## src/rtl/timer_counter_if.sv

```systemverilog
// Bus interface for timer_counter: word address, write strobe, write data,
// combinational read data and the interrupt request line.
interface timer_counter_if;
  logic [31:2] Addr;
  logic        WE;
  logic [31:0] Din;
  logic [31:0] Dout;
  logic        IRQ;

  modport master (output Addr, WE, Din, input Dout, IRQ);
  modport slave  (input Addr, WE, Din, output Dout, IRQ);
endinterface

```

## src/rtl/timer_counter.sv

```systemverilog
// timer_counter: memory-mapped down-counter with one-shot (mode 0/2/3) and
// auto-reload (mode 1) operation and a maskable interrupt.
// Registers: 0 CTRL {IM, MODE[1:0], EN}, 1 PRESET, 2 COUNT (read-only),
// 3 reserved. Optional macro TC_STATUS_EN turns offset 3 into a status
// register reading {31'b0, irq_flag} with write-1-to-clear on bit 0.
module timer_counter (
  input  logic           clk,
  input  logic           reset,
  timer_counter_if.slave bus
);

  typedef enum logic [1:0] {
    IDLE = 2'd0,
    LOAD = 2'd1,
    CNT  = 2'd2,
    INT  = 2'd3
  } state_t;

  localparam logic [1:0] SEL_CTRL   = 2'd0;
  localparam logic [1:0] SEL_PRESET = 2'd1;
  localparam logic [1:0] SEL_COUNT  = 2'd2;
  localparam logic [1:0] MODE_RELOAD = 2'd1;

  state_t      state_q, state_d;
  logic [3:0]  ctrl_q, ctrl_d;
  logic [31:0] preset_q, preset_d;
  logic [31:0] count_q, count_d;
  logic        irq_flag_q, irq_flag_d;
  logic        expire;

  logic [1:0]  sel;
  logic        wr_ctrl;
  logic        wr_preset;
  logic [31:0] dout;

  // Upper address bits are intentionally not decoded.
  logic        unused_addr;
  assign unused_addr = ^bus.Addr[31:4];

  assign sel       = bus.Addr[3:2];
  assign wr_ctrl   = bus.WE && (sel == SEL_CTRL);
  assign wr_preset = bus.WE && (sel == SEL_PRESET);

  // FSM state register.
  always_ff @(posedge clk) begin
    if (reset) begin
      state_q <= IDLE;
    end else begin
      state_q <= state_d;
    end
  end

  // FSM next-state logic together with the counter and flag updates it drives.
  always_comb begin
    state_d = state_q;
    count_d = count_q;
    expire  = 1'b0;
    case (state_q)
      IDLE: begin
        if (ctrl_q[0]) state_d = LOAD;
      end
      LOAD: begin
        count_d = preset_q;
        state_d = CNT;
      end
      CNT: begin
        if (!ctrl_q[0]) begin
          state_d = IDLE;
        end else if (count_q > 32'd1) begin
          count_d = count_q - 32'd1;
        end else begin
          // PRESET=0 lands here on the first CNT cycle, behaving like PRESET=1.
          count_d = '0;
          expire  = 1'b1;
          state_d = INT;
        end
      end
      INT: begin
        state_d = IDLE;
      end
      default: begin
        state_d = IDLE;
      end
    endcase
  end

  // CPU-visible register next values; a CPU write to CTRL beats the FSM's EN clear.
  always_comb begin
    ctrl_d     = ctrl_q;
    preset_d   = preset_q;
    irq_flag_d = irq_flag_q;

    if (state_q == INT) begin
      if (ctrl_q[2:1] == MODE_RELOAD) begin
        irq_flag_d = 1'b0;
      end else begin
        ctrl_d[0] = 1'b0;
      end
    end

    if (wr_ctrl) begin
      ctrl_d     = bus.Din[3:0];
      irq_flag_d = 1'b0;
    end

    if (wr_preset) begin
      preset_d   = bus.Din;
      irq_flag_d = 1'b0;
    end

`ifdef TC_STATUS_EN
    if (bus.WE && (sel == 2'd3) && bus.Din[0]) begin
      irq_flag_d = 1'b0;
    end
`endif

    // Expiry on the same edge as a clearing write still raises the flag.
    if (expire) begin
      irq_flag_d = 1'b1;
    end
  end

  // Register file, counter and interrupt flag.
  always_ff @(posedge clk) begin
    if (reset) begin
      ctrl_q     <= '0;
      preset_q   <= '0;
      count_q    <= '0;
      irq_flag_q <= 1'b0;
    end else begin
      ctrl_q     <= ctrl_d;
      preset_q   <= preset_d;
      count_q    <= count_d;
      irq_flag_q <= irq_flag_d;
    end
  end

  // Combinational read mux.
  always_comb begin
    dout = '0;
    case (sel)
      SEL_CTRL:   dout = {28'd0, ctrl_q};
      SEL_PRESET: dout = preset_q;
      SEL_COUNT:  dout = count_q;
      default: begin
`ifdef TC_STATUS_EN
        dout = {31'd0, irq_flag_q};
`else
        dout = '0;
`endif
      end
    endcase
  end

  assign bus.Dout = dout;
  assign bus.IRQ  = irq_flag_q & ctrl_q[3];

endmodule

```

## src/flat_wrapper.sv

```systemverilog
// flat-port wrapper written by rule: the top's interface ports become plain ports
module timer_counter_flat 
  (clk, reset, bus_Addr, bus_WE, bus_Din, bus_Dout, bus_IRQ);
  timer_counter_if bus_i ();
  input  logic clk;
  input  logic reset;
  input wire logic [$bits(bus_i.Addr)-1:0] bus_Addr;
  input wire logic [$bits(bus_i.WE)-1:0] bus_WE;
  input wire logic [$bits(bus_i.Din)-1:0] bus_Din;
  output wire logic [$bits(bus_i.Dout)-1:0] bus_Dout;
  output wire logic [$bits(bus_i.IRQ)-1:0] bus_IRQ;
  assign bus_i.Addr = bus_Addr;
  assign bus_i.WE = bus_WE;
  assign bus_i.Din = bus_Din;
  assign bus_Dout = bus_i.Dout;
  assign bus_IRQ = bus_i.IRQ;
  timer_counter u_core (.clk(clk), .reset(reset), .bus(bus_i));
endmodule
```

## config.mk

```make
export PLATFORM = sky130hd
export DESIGN_NAME = timer_counter_flat
export DESIGN_NICKNAME = d
export VERILOG_FILES = /design/src/rtl/timer_counter_if.sv /design/src/rtl/timer_counter.sv /design/src/flat_wrapper.sv
export SDC_FILE = /design/constraint.sdc
export NUM_CORES = 1
export LEC_CHECK = 0
export BUFFER_PORTS_ARGS = -buffer_cell sky130_fd_sc_hd__buf_2
export CAP_MARGIN = 20
export CORE_MARGIN = 2
export CORE_UTILIZATION = 60
export CTS_BUF_LIST = sky130_fd_sc_hd__clkbuf_2
export DETAILED_ROUTE_END_ITERATION = 10
export GPL_TIMING_DRIVEN = 0
export MAX_ROUTING_LAYER = met4
export PLACE_DENSITY = 0.88
export SKIP_CTS_REPAIR_TIMING = 1
export SLEW_MARGIN = 15
export SYNTH_ARGS = -nofsm -noshare
export SYNTH_HDL_FRONTEND = slang
export SYNTH_SLANG_ARGS = --single-unit
```

## constraint.sdc

```tcl
create_clock -name clk -period 4.85 [get_ports clk]
set_input_delay 0.485 -clock clk [delete_from_list [all_inputs] [get_ports clk]]
set_output_delay 0.485 -clock clk [all_outputs]
set_load 0.03 [all_outputs]
```

==> Word level (Yosys, flattened, before mapping) <==
Cells that the tools add are included.
{ "word_totals": {"register_bits": 71, "word_cells": 50} }
{ "op_classes": {"n_addsub": 1, "n_lt_le_gt_ge": 1, "n_eq_ne": 10, "muxes": 19, "bitwise": 1, "n_reduce_logical": 12} }
{ "ops": {"columns": ["op", "count"], "rows": [
  ["one-hot mux 32 bit (3 select lines)", 1],
  ["two-way mux 32 bit", 2],
  ["one-hot mux 32 bit (2 select lines)", 1],
  ["> comparator 32 x 1 -> 1 bit, second input constant", 1],
  ["subtractor 32 x 1 -> 32 bit, second input constant", 1],
  ["two-way mux 1 bit", 11],
  ["one-hot mux 2 bit (4 select lines)", 1],
  ["AND reduction 2 bit", 4],
  ["nonzero test 4 bit", 2],
  ["equality test 2 x 1 -> 1 bit, second input constant", 3],
  ["equality test 2 bit, second input constant", 3],
  ["two-way mux 2 bit", 3],
  ["!= test 2 x 1 -> 1 bit, second input constant", 3],
  ["logical NOT 2 bit", 2],
  ["nonzero test 2 bit", 2],
  ["!= test 3 bit, second input constant", 1],
  ["logical AND 1 bit", 2],
  ["AND 1 bit", 1]
]} }

==> Longest topological paths before layout <==
Gate-level depths: netlist (run 1).
{ "logic_depth": {"ltp_word": 6, "mapped_depth": 8, "ltp_nobuf": 7} }

==> Worst setup path after synthesis (run 1) <==
Ideal clock, no wire load.
{ "synth_timing": {"kind": "input to output", "from": "in bus_Addr[1]", "to": "out bus_Dout[10]", "arrival_ns": 1.827, "setup_slack_ns": 2.538, "cell_stages": 5, "n_path_buf": 3, "cell_sequence": "clkbuf_1 nor2b_1 clkbuf_1 clkbuf_1 a22o_1"} }
{ "synth_between": {"elab_chain_len": 2, "elab_cells_between_ends": 4, "cone_classes": "eq/ne: 2; mux: 1; reduce/logical: 1"} }
{ "synth_lines": {"columns": ["item", "line", "rtl"], "rows": [
  ["from (decl)", "flat_wrapper.sv:7", "input wire logic [$bits(bus_i.Addr)-1:0] bus_Addr;"],
  ["equality test 2 bit (tied with other cells)", "timer_counter.sv:141", "case (sel)"],
  ["one-hot mux 32 bit (3 select lines) *", "timer_counter.sv:141", null],
  ["to (decl)", "flat_wrapper.sv:10", "output wire logic [$bits(bus_i.Dout)-1:0] bus_Dout;"]
]} }
Mark *: on every way between the ends. The rest lies on a longest branch, timed or not.

==> Worst setup path after layout (run 1) <==
{ "layout_timing": {"from": "in bus_Addr[1]", "to": "out bus_Dout[27]"} }
The elaborated chain is that of the path after synthesis.

==> results of run 1 <==
## per-stage QoR
stage / cells / hold slack (ps)
CTS: 697 / 145
floorplan: 533 / 444
detailed placement: 681 / 467
global route: 697 / 108
finish: 697 / 132
global placement: 681 / 460
## synth_stat cells (5+ instances only)
cell / n
sky130_fd_sc_hd__buf_2: 7
sky130_fd_sc_hd__nor4_1: 14
sky130_fd_sc_hd__and3_1: 6
sky130_fd_sc_hd__nand3_1: 19
sky130_fd_sc_hd__clkbuf_1: 43
sky130_fd_sc_hd__and2_1: 5
sky130_fd_sc_hd__o211ai_1: 5
sky130_fd_sc_hd__nand4_1: 13
sky130_fd_sc_hd__nor2_1: 33
sky130_fd_sc_hd__nor3_1: 9
sky130_fd_sc_hd__a22oi_1: 9
sky130_fd_sc_hd__dfxtp_1: 71
sky130_fd_sc_hd__nor2b_1: 5
sky130_fd_sc_hd__a31oi_1: 18
sky130_fd_sc_hd__o21ai_0: 12
sky130_fd_sc_hd__nand2b_1: 7
sky130_fd_sc_hd__mux2i_1: 8
sky130_fd_sc_hd__nand2_1: 87
sky130_fd_sc_hd__inv_1: 9
sky130_fd_sc_hd__a21oi_1: 49
sky130_fd_sc_hd__a22o_1: 29
## layout make-up
type                    instances  area, sq um
clock buffers                   9         45.0
repair buffers                 68          340
clock inverters                 7          111
plain buffers                  51          200
flip-flops and latches         71         1420
inverters                       9         33.8
well taps                      80          100
fillers                       576         2000
multi-input cells             402         2430
## worst max-delay path, cell delays in order
cell                       delay [ps]
sky130_fd_sc_hd__clkbuf_1         290
sky130_fd_sc_hd__nor2b_1          170
sky130_fd_sc_hd__clkbuf_1         570
sky130_fd_sc_hd__clkbuf_1         650
sky130_fd_sc_hd__a22o_1           270
sky130_fd_sc_hd__buf_2            200
## metal layers
layer,vias up,global-route usage (%)
li1,2143,-
met1,2196,54.0
met2,367,60.6
met3,73,10.0
met4,0,19.0
met5,-,-
## power breakdown
group / leakage (nW) / total (mW) / internal (mW) / switching [mW]
logic: 1.17 / 0.190 / 0.0579 / 0.132
registers: 0.575 / 0.609 / 0.597 / 0.0122
clock network: 0.0909 / 0.458 / 0.219 / 0.239
total: 1.83 / 1.26 / 0.873 / 0.383
## cell families after synthesis
logic type                 synth area share [%]
adders and majority gates                 0.612
buffers and inverters                      5.72
muxes                                      1.96
DFF                                        34.8
and+or+nand+nor                            29.2
xor gates and xnor gates                  0.429
AOI/OAI and AO/OA                          27.3
## state kept, by name, indices dropped and copies added (netlist names)
| signal | cells |
|---|---|
| u_core.preset_q | 32 |
| u_core.ctrl_q | 4 |
| u_core.count_q | 32 |
| u_core.state_q | 2 |
| u_core.irq_flag_q | 1 |
## cell usage in the layout (no fill, tap or decap), types with 12 or more instances in the layout
master,n
sky130_fd_sc_hd__nand4_1,13
sky130_fd_sc_hd__a22o_1,29
sky130_fd_sc_hd__nor4_1,14
sky130_fd_sc_hd__a21oi_1,49
sky130_fd_sc_hd__nand3_1,19
sky130_fd_sc_hd__o21ai_0,12
sky130_fd_sc_hd__clkbuf_1,43
sky130_fd_sc_hd__nand2_1,87
sky130_fd_sc_hd__a31oi_1,18
sky130_fd_sc_hd__dfxtp_1,71
sky130_fd_sc_hd__nor2_1,33
sky130_fd_sc_hd__buf_2,75
## path summary, 6_finish.rpt
| check | end | slack [ps] | depth (start not counted) |
|---|---|---|---|
| setup / recovery | bus_Dout[27] | 1710 | 6 |
| hold / removal | u_core.preset_q[20] | 130 | 3 |
| setup reg to reg | u_core.count_q[31] | 2020 | 6 |
| hold reg to reg | u_core.preset_q[5] | 490 | 2 |
==> impl_metrics.toml, run 1 <==
[worst_setup_path]
cp.required_ps = 4370
worst-endpoint-arrival_ps = 2650
worst_setup_path_end_kind = "primary output"
criticalPathCategory = "in -> out"
r2r-start = "u_core.count_q[19]"
critical_path.max_fanout = 10
start_kind = "input port"
cp-startpoint = "bus_Addr[1]"

[global_route]
via_count_of_the_first_global_routing_pass = 4469
grt_overflow_total = 0
number_of_antenna_violations_at_the_first_check_in_global_routing = 0
maximum_number_of_pins_on_one_net_before_global_route_repair = 13
grt_usage_pct = 41.4
grt_pass1_wl_um = 23100

[final_layout]
finish.net_count = 679
post_route_cells_drive_above_1_share_pct = 16.9
number_of_diodes = 0
synthToLayoutAreaGrowth_pct = 14.6
postLayoutCoreUtil_pct = 70.1
layout.cell_area.non_filler_sq_um = 4680

[route]
initialDrtViolationCount = 700
drt-met1-wl_um = 5630
drc_errors = 0
firstDrtPassIters = 6
route.final.wire_length_um = 14600
final_antenna_net_count = 0
wl_met2_um = 6490
detailroute.via_count = 4779
sum_of_met3_wire_segment_lengths_after_detailed_routing_um = 1930
wl_per_cell_um = 21.0
detail_route.vias_per_cell = 6.86
routed.top_layer = "met4"

[pwr]
cellLeakagePower_nw = 1.83
total_power_mw = 1.26
power.density_cell_area_nw_per_um2 = 268
vdd_ir_drop_max_mv = 0.195

[clock_network]
clock_latency_reported_for_the_late_side_of_the_worst_skew_pair_ps = 560
tritoncts_clock_tree = "built"
clock_tree.htree_level_count = 3
numClockSinks = 71
clock_tree.root_cell = "sky130_fd_sc_hd__clkbuf_2"
cts.path.max_buffers = 2
clk_pin_slew_worst_setup_hold_paths_ps = 210
cts_inserted_buffers = 9

[timing]
rsz0062_at_grt = "false"
post-route-period-util_pct = 64.6
fin_worst_skew_ps = 19.1
setup_ws_ps = 1710
maximum_clock_frequency_mhz = 319
setup_viol = 0
finalWorstPathRequiredPeriod_ps = 3140
drv_slew = 0
maxSlewHeadroom_pct = 48.6
fin_tns_setup_ps = 0
hold_viol = 0
worst_slew_pin_slew_ps = 771

[floorplan]
die-height_um = 86.5
die_w_um = 86.5
initial_cell_density_of_the_core_pct = 61.2
dieArea_sq_um = 7490
boundaryPins = 98
coreArea_sq_um = 6680
rows = 30

[synth]
synth-seq-cells = 71
synth_area_sq_um = 4090
yosysWarnings = 0
postSynth.asyncResetShare_pct = 0
seq_area_frac_synth_pct = 34.8
synth_top_cells_by_area = "sky130_fd_sc_hd__dfxtp_1, sky130_fd_sc_hd__nand2_1, sky130_fd_sc_hd__a22o_1"
synth_edf_count = 0
synth_flop_cell = "sky130_fd_sc_hd__dfxtp_1"
synth.lib_cells_used.distinct = 62
syn_avg_cell_area_sq_um = 7.67
synth_nets = 600
yosysTopAreaCell = "sky130_fd_sc_hd__dfxtp_1"
synthCells = 533
synth_top_area_share_pct = 34.8

[hold_path]
worst_min_path_start = "bus_Din[20]"
hold_crit_path_type = "in -> reg"

[placement]
post_dp_cell_area_sq_um = 4530
place_congestion = 1.01
post-dp-hpwl_um = 10300
pre_cts_slack_ps = 1850
numPortBuffers = 68

[flow_run]
max_cap_viol_count = 0

[status]
outcome = "finished clean"
Power figures use the tool's default switching activity.
==> run 2, diff against run 1 <==
ABC_AREA = 1   (was unset)
CORE_UTILIZATION = 51   (was 60)
PLACE_DENSITY = 0.79   (was 0.88)
clock period = 2.7 ns   (was 4.85 ns; I/O delays follow)
==> impl_metrics.toml, run 2 <==
[status]
outcome = "finished with violations"
violations = "hold timing"

[clock_network]
clk_pin_slew_worst_setup_hold_paths_ps = 220
cts.path.max_buffers = 2
clock_latency_reported_for_the_late_side_of_the_worst_skew_pair_ps = 540
clock_tree.root_cell = "sky130_fd_sc_hd__clkbuf_2"
tritoncts_clock_tree = "built"
cts_inserted_buffers = 9
numClockSinks = 71
clock_tree.htree_level_count = 3

[final_layout]
most-common-layout-cells = "sky130_fd_sc_hd__nand2_1, sky130_fd_sc_hd__inv_1, sky130_fd_sc_hd__buf_2"
synthToLayoutAreaGrowth_pct = 12.9
largestRegisters = "u_core.count_q x32, u_core.preset_q x32, u_core.ctrl_q x4"
layout_commonest_cell = "sky130_fd_sc_hd__nand2_1"
post_route_cells_drive_above_1_share_pct = 15.5
finish.net_count = 807
multi_input_area_sq_um = 2320
postLayoutCoreUtil_pct = 58.6
fillCellCount = 812
sequential_cell_area_sq_um = 1420
post_layout_nonfiller_instances = 847
number_of_diodes = 0

[synth]
synth-seq-cells = 71
yosys.area_share.simple_pct = 29.8
seq_area_frac_synth_pct = 33.7
yosys.area_share.xor_xnor_pct = 2.91
synth.top_cells.by_count = "sky130_fd_sc_hd__nand2_1, sky130_fd_sc_hd__inv_1, sky130_fd_sc_hd__dfxtp_1"
synth_nets = 727
synthAdderAreaFrac_pct = 0.593
postSynth.asyncResetShare_pct = 0
yosysTopAreaCell = "sky130_fd_sc_hd__dfxtp_1"
synth.most_common_cell = "sky130_fd_sc_hd__nand2_1"
syn_avg_cell_area_sq_um = 6.39
synth_area_sq_um = 4220
synth.lib_cells_used.distinct = 32
mux_share_of_post_synthesis_cell_area_pct = 0
synthCells = 660
synth_top_family_by_area = "simple AND/OR/NAND/NOR gates"
synth_flop_cell = "sky130_fd_sc_hd__dfxtp_1"
synth_top_area_share_pct = 33.7
synth_top_cells_by_area = "sky130_fd_sc_hd__dfxtp_1, sky130_fd_sc_hd__nand2_1, sky130_fd_sc_hd__inv_1"
synth_edf_count = 0
synth_compound_gate_area_share_pct = 21.6
yosysWarnings = 0

[global_route]
number_of_antenna_violations_at_the_first_check_in_global_routing = 0
maximum_number_of_pins_on_one_net_before_global_route_repair = 11
via_count_of_the_first_global_routing_pass = 4275
grt_pass1_wl_um = 21300
grt_usage_pct = 31.7
grt_overflow_total = 0

[worst_setup_path]
cp.required_ps = 3110
worst-endpoint-arrival_ps = 2390
criticalPathCategory = "reg -> reg"
start_kind = "flop"
worst_setup_path_end_kind = "flop"
critical_path.max_fanout = 10
r2r_slack_ps = 720

[floorplan]
rows = 33
boundaryPins = 98
coreArea_sq_um = 8130
die_w_um = 95.0
initial_cell_density_of_the_core_pct = 51.9
dieArea_sq_um = 9020
die-height_um = 95.0

[route]
route.final.wire_length_um = 13300
detail_route.vias_per_cell = 5.47
firstDrtPassIters = 5
final_antenna_net_count = 0
detailroute.via_count = 4635
drc_errors = 0
initialDrtViolationCount = 375
wl_per_cell_um = 15.7

[timing]
maxSlewHeadroom_pct = 51.5
maximum_clock_frequency_mhz = 505
rsz0062_at_grt = "false"
fin_worst_skew_ps = 36.1
post-route-period-util_pct = 73.3
setup_ws_ps = 721
hold_slack_ps = -1.55
drv_slew = 0
finalWorstPathRequiredPeriod_ps = 1980
worst_slew_pin_slew_ps = 728
hold_viol = 1
fin_tns_setup_ps = 0
setup_viol = 0

[pwr]
cellLeakagePower_nw = 2.23
power.density_cell_area_nw_per_um2 = 413
total_power_mw = 1.97
vdd_ir_drop_max_mv = 0.213

[flow_run]
max_cap_viol_count = 0

[placement]
pre_cts_slack_ps = 729
place_congestion = 0.996
place.detailed.instances = 833
post-dp-hpwl_um = 9850
numPortBuffers = 68

[hold_path]
hold_crit_path_type = "in -> reg"
run 2: cell types whose count changed after synthesis, moves of 17 or more:
cell,delta
sky130_fd_sc_hd__nand2_1,+88
sky130_fd_sc_hd__inv_1,+81
sky130_fd_sc_hd__o21ai_0,+39
sky130_fd_sc_hd__o22ai_1,+36
sky130_fd_sc_hd__a22o_1,-29
sky130_fd_sc_hd__nor2_1,+25
sky130_fd_sc_hd__clkbuf_1,-23
sky130_fd_sc_hd__a31oi_1,-18
sky130_fd_sc_hd__a21oi_1,+17
run 2: kinds of logic after synthesis:
kind of cell | Yosys count
flip-flops | 71
AND/OR/NAND/NOR | 286
XOR/XNOR | 14
AO/OA/AOI/OAI | 166
buffers and inverters | 121
adder cells (fa/ha/maj) | 2
run 2: power breakdown:
part / switching (mW) / total [mW] / leakage, nW / internal (mW)
sequential: 0.0206 / 1.10 / 0.577 / 1.08
combinational: 0.264 / 0.389 / 1.60 / 0.125
clock: 0.381 / 0.477 / 0.0460 / 0.0961
total: 0.666 / 1.97 / 2.23 / 1.30
run 2: layout make-up:
cell class	instances	area share (%)
plain buffers	31	3.05
flip-flops and latches	71	29.8
inverters	90	7.09
clock buffers	9	0.946
well taps	105	2.76
clock inverters	4	0.341
multi-input cells	468	48.6
repair buffers	69	7.35
run 2: critical path, stage by stage, from the launching register on:
cell	delay, ps
sky130_fd_sc_hd__dfxtp_1	380
sky130_fd_sc_hd__inv_1	120
sky130_fd_sc_hd__ha_1	280
sky130_fd_sc_hd__inv_1	60
sky130_fd_sc_hd__nand2_1	60
sky130_fd_sc_hd__nand2_1	40
sky130_fd_sc_hd__nor2_1	110
sky130_fd_sc_hd__nand2_2	100
sky130_fd_sc_hd__o21ai_4	290
sky130_fd_sc_hd__buf_6	200
sky130_fd_sc_hd__o22ai_1	80
sky130_fd_sc_hd__nand2_1	90
sky130_fd_sc_hd__a21oi_1	60
run 2: final timing paths:
check | from | to | cells after the start
worst max-delay path | u_core.count_q[0] | u_core.count_q[5] | 12
worst min-delay path | bus_Din[3] | u_core.ctrl_q[3] | 3
worst max register to register | u_core.count_q[0] | u_core.count_q[5] | 12
worst min register to register | u_core.preset_q[12] | u_core.preset_q[12] | 2
run 2: layer usage:
metal | track usage, % | part of all wire [%] | vias to the layer above
met5 | - | 0 | -
met4 | 11.1 | 1.6 | 0
met3 | 4.55 | 6.5 | 23
met2 | 50.8 | 47 | 197
met1 | 40.9 | 45 | 2124
li1 | - | - | 2291
run 2: per-stage QoR:
step	instance area (sq um)	hold WS, ps
global route	4760	9.28
global placement	4690	455
detailed placement	4690	461
floorplan	4220	437
finish	4760	-1.55
CTS	4750	-18.4
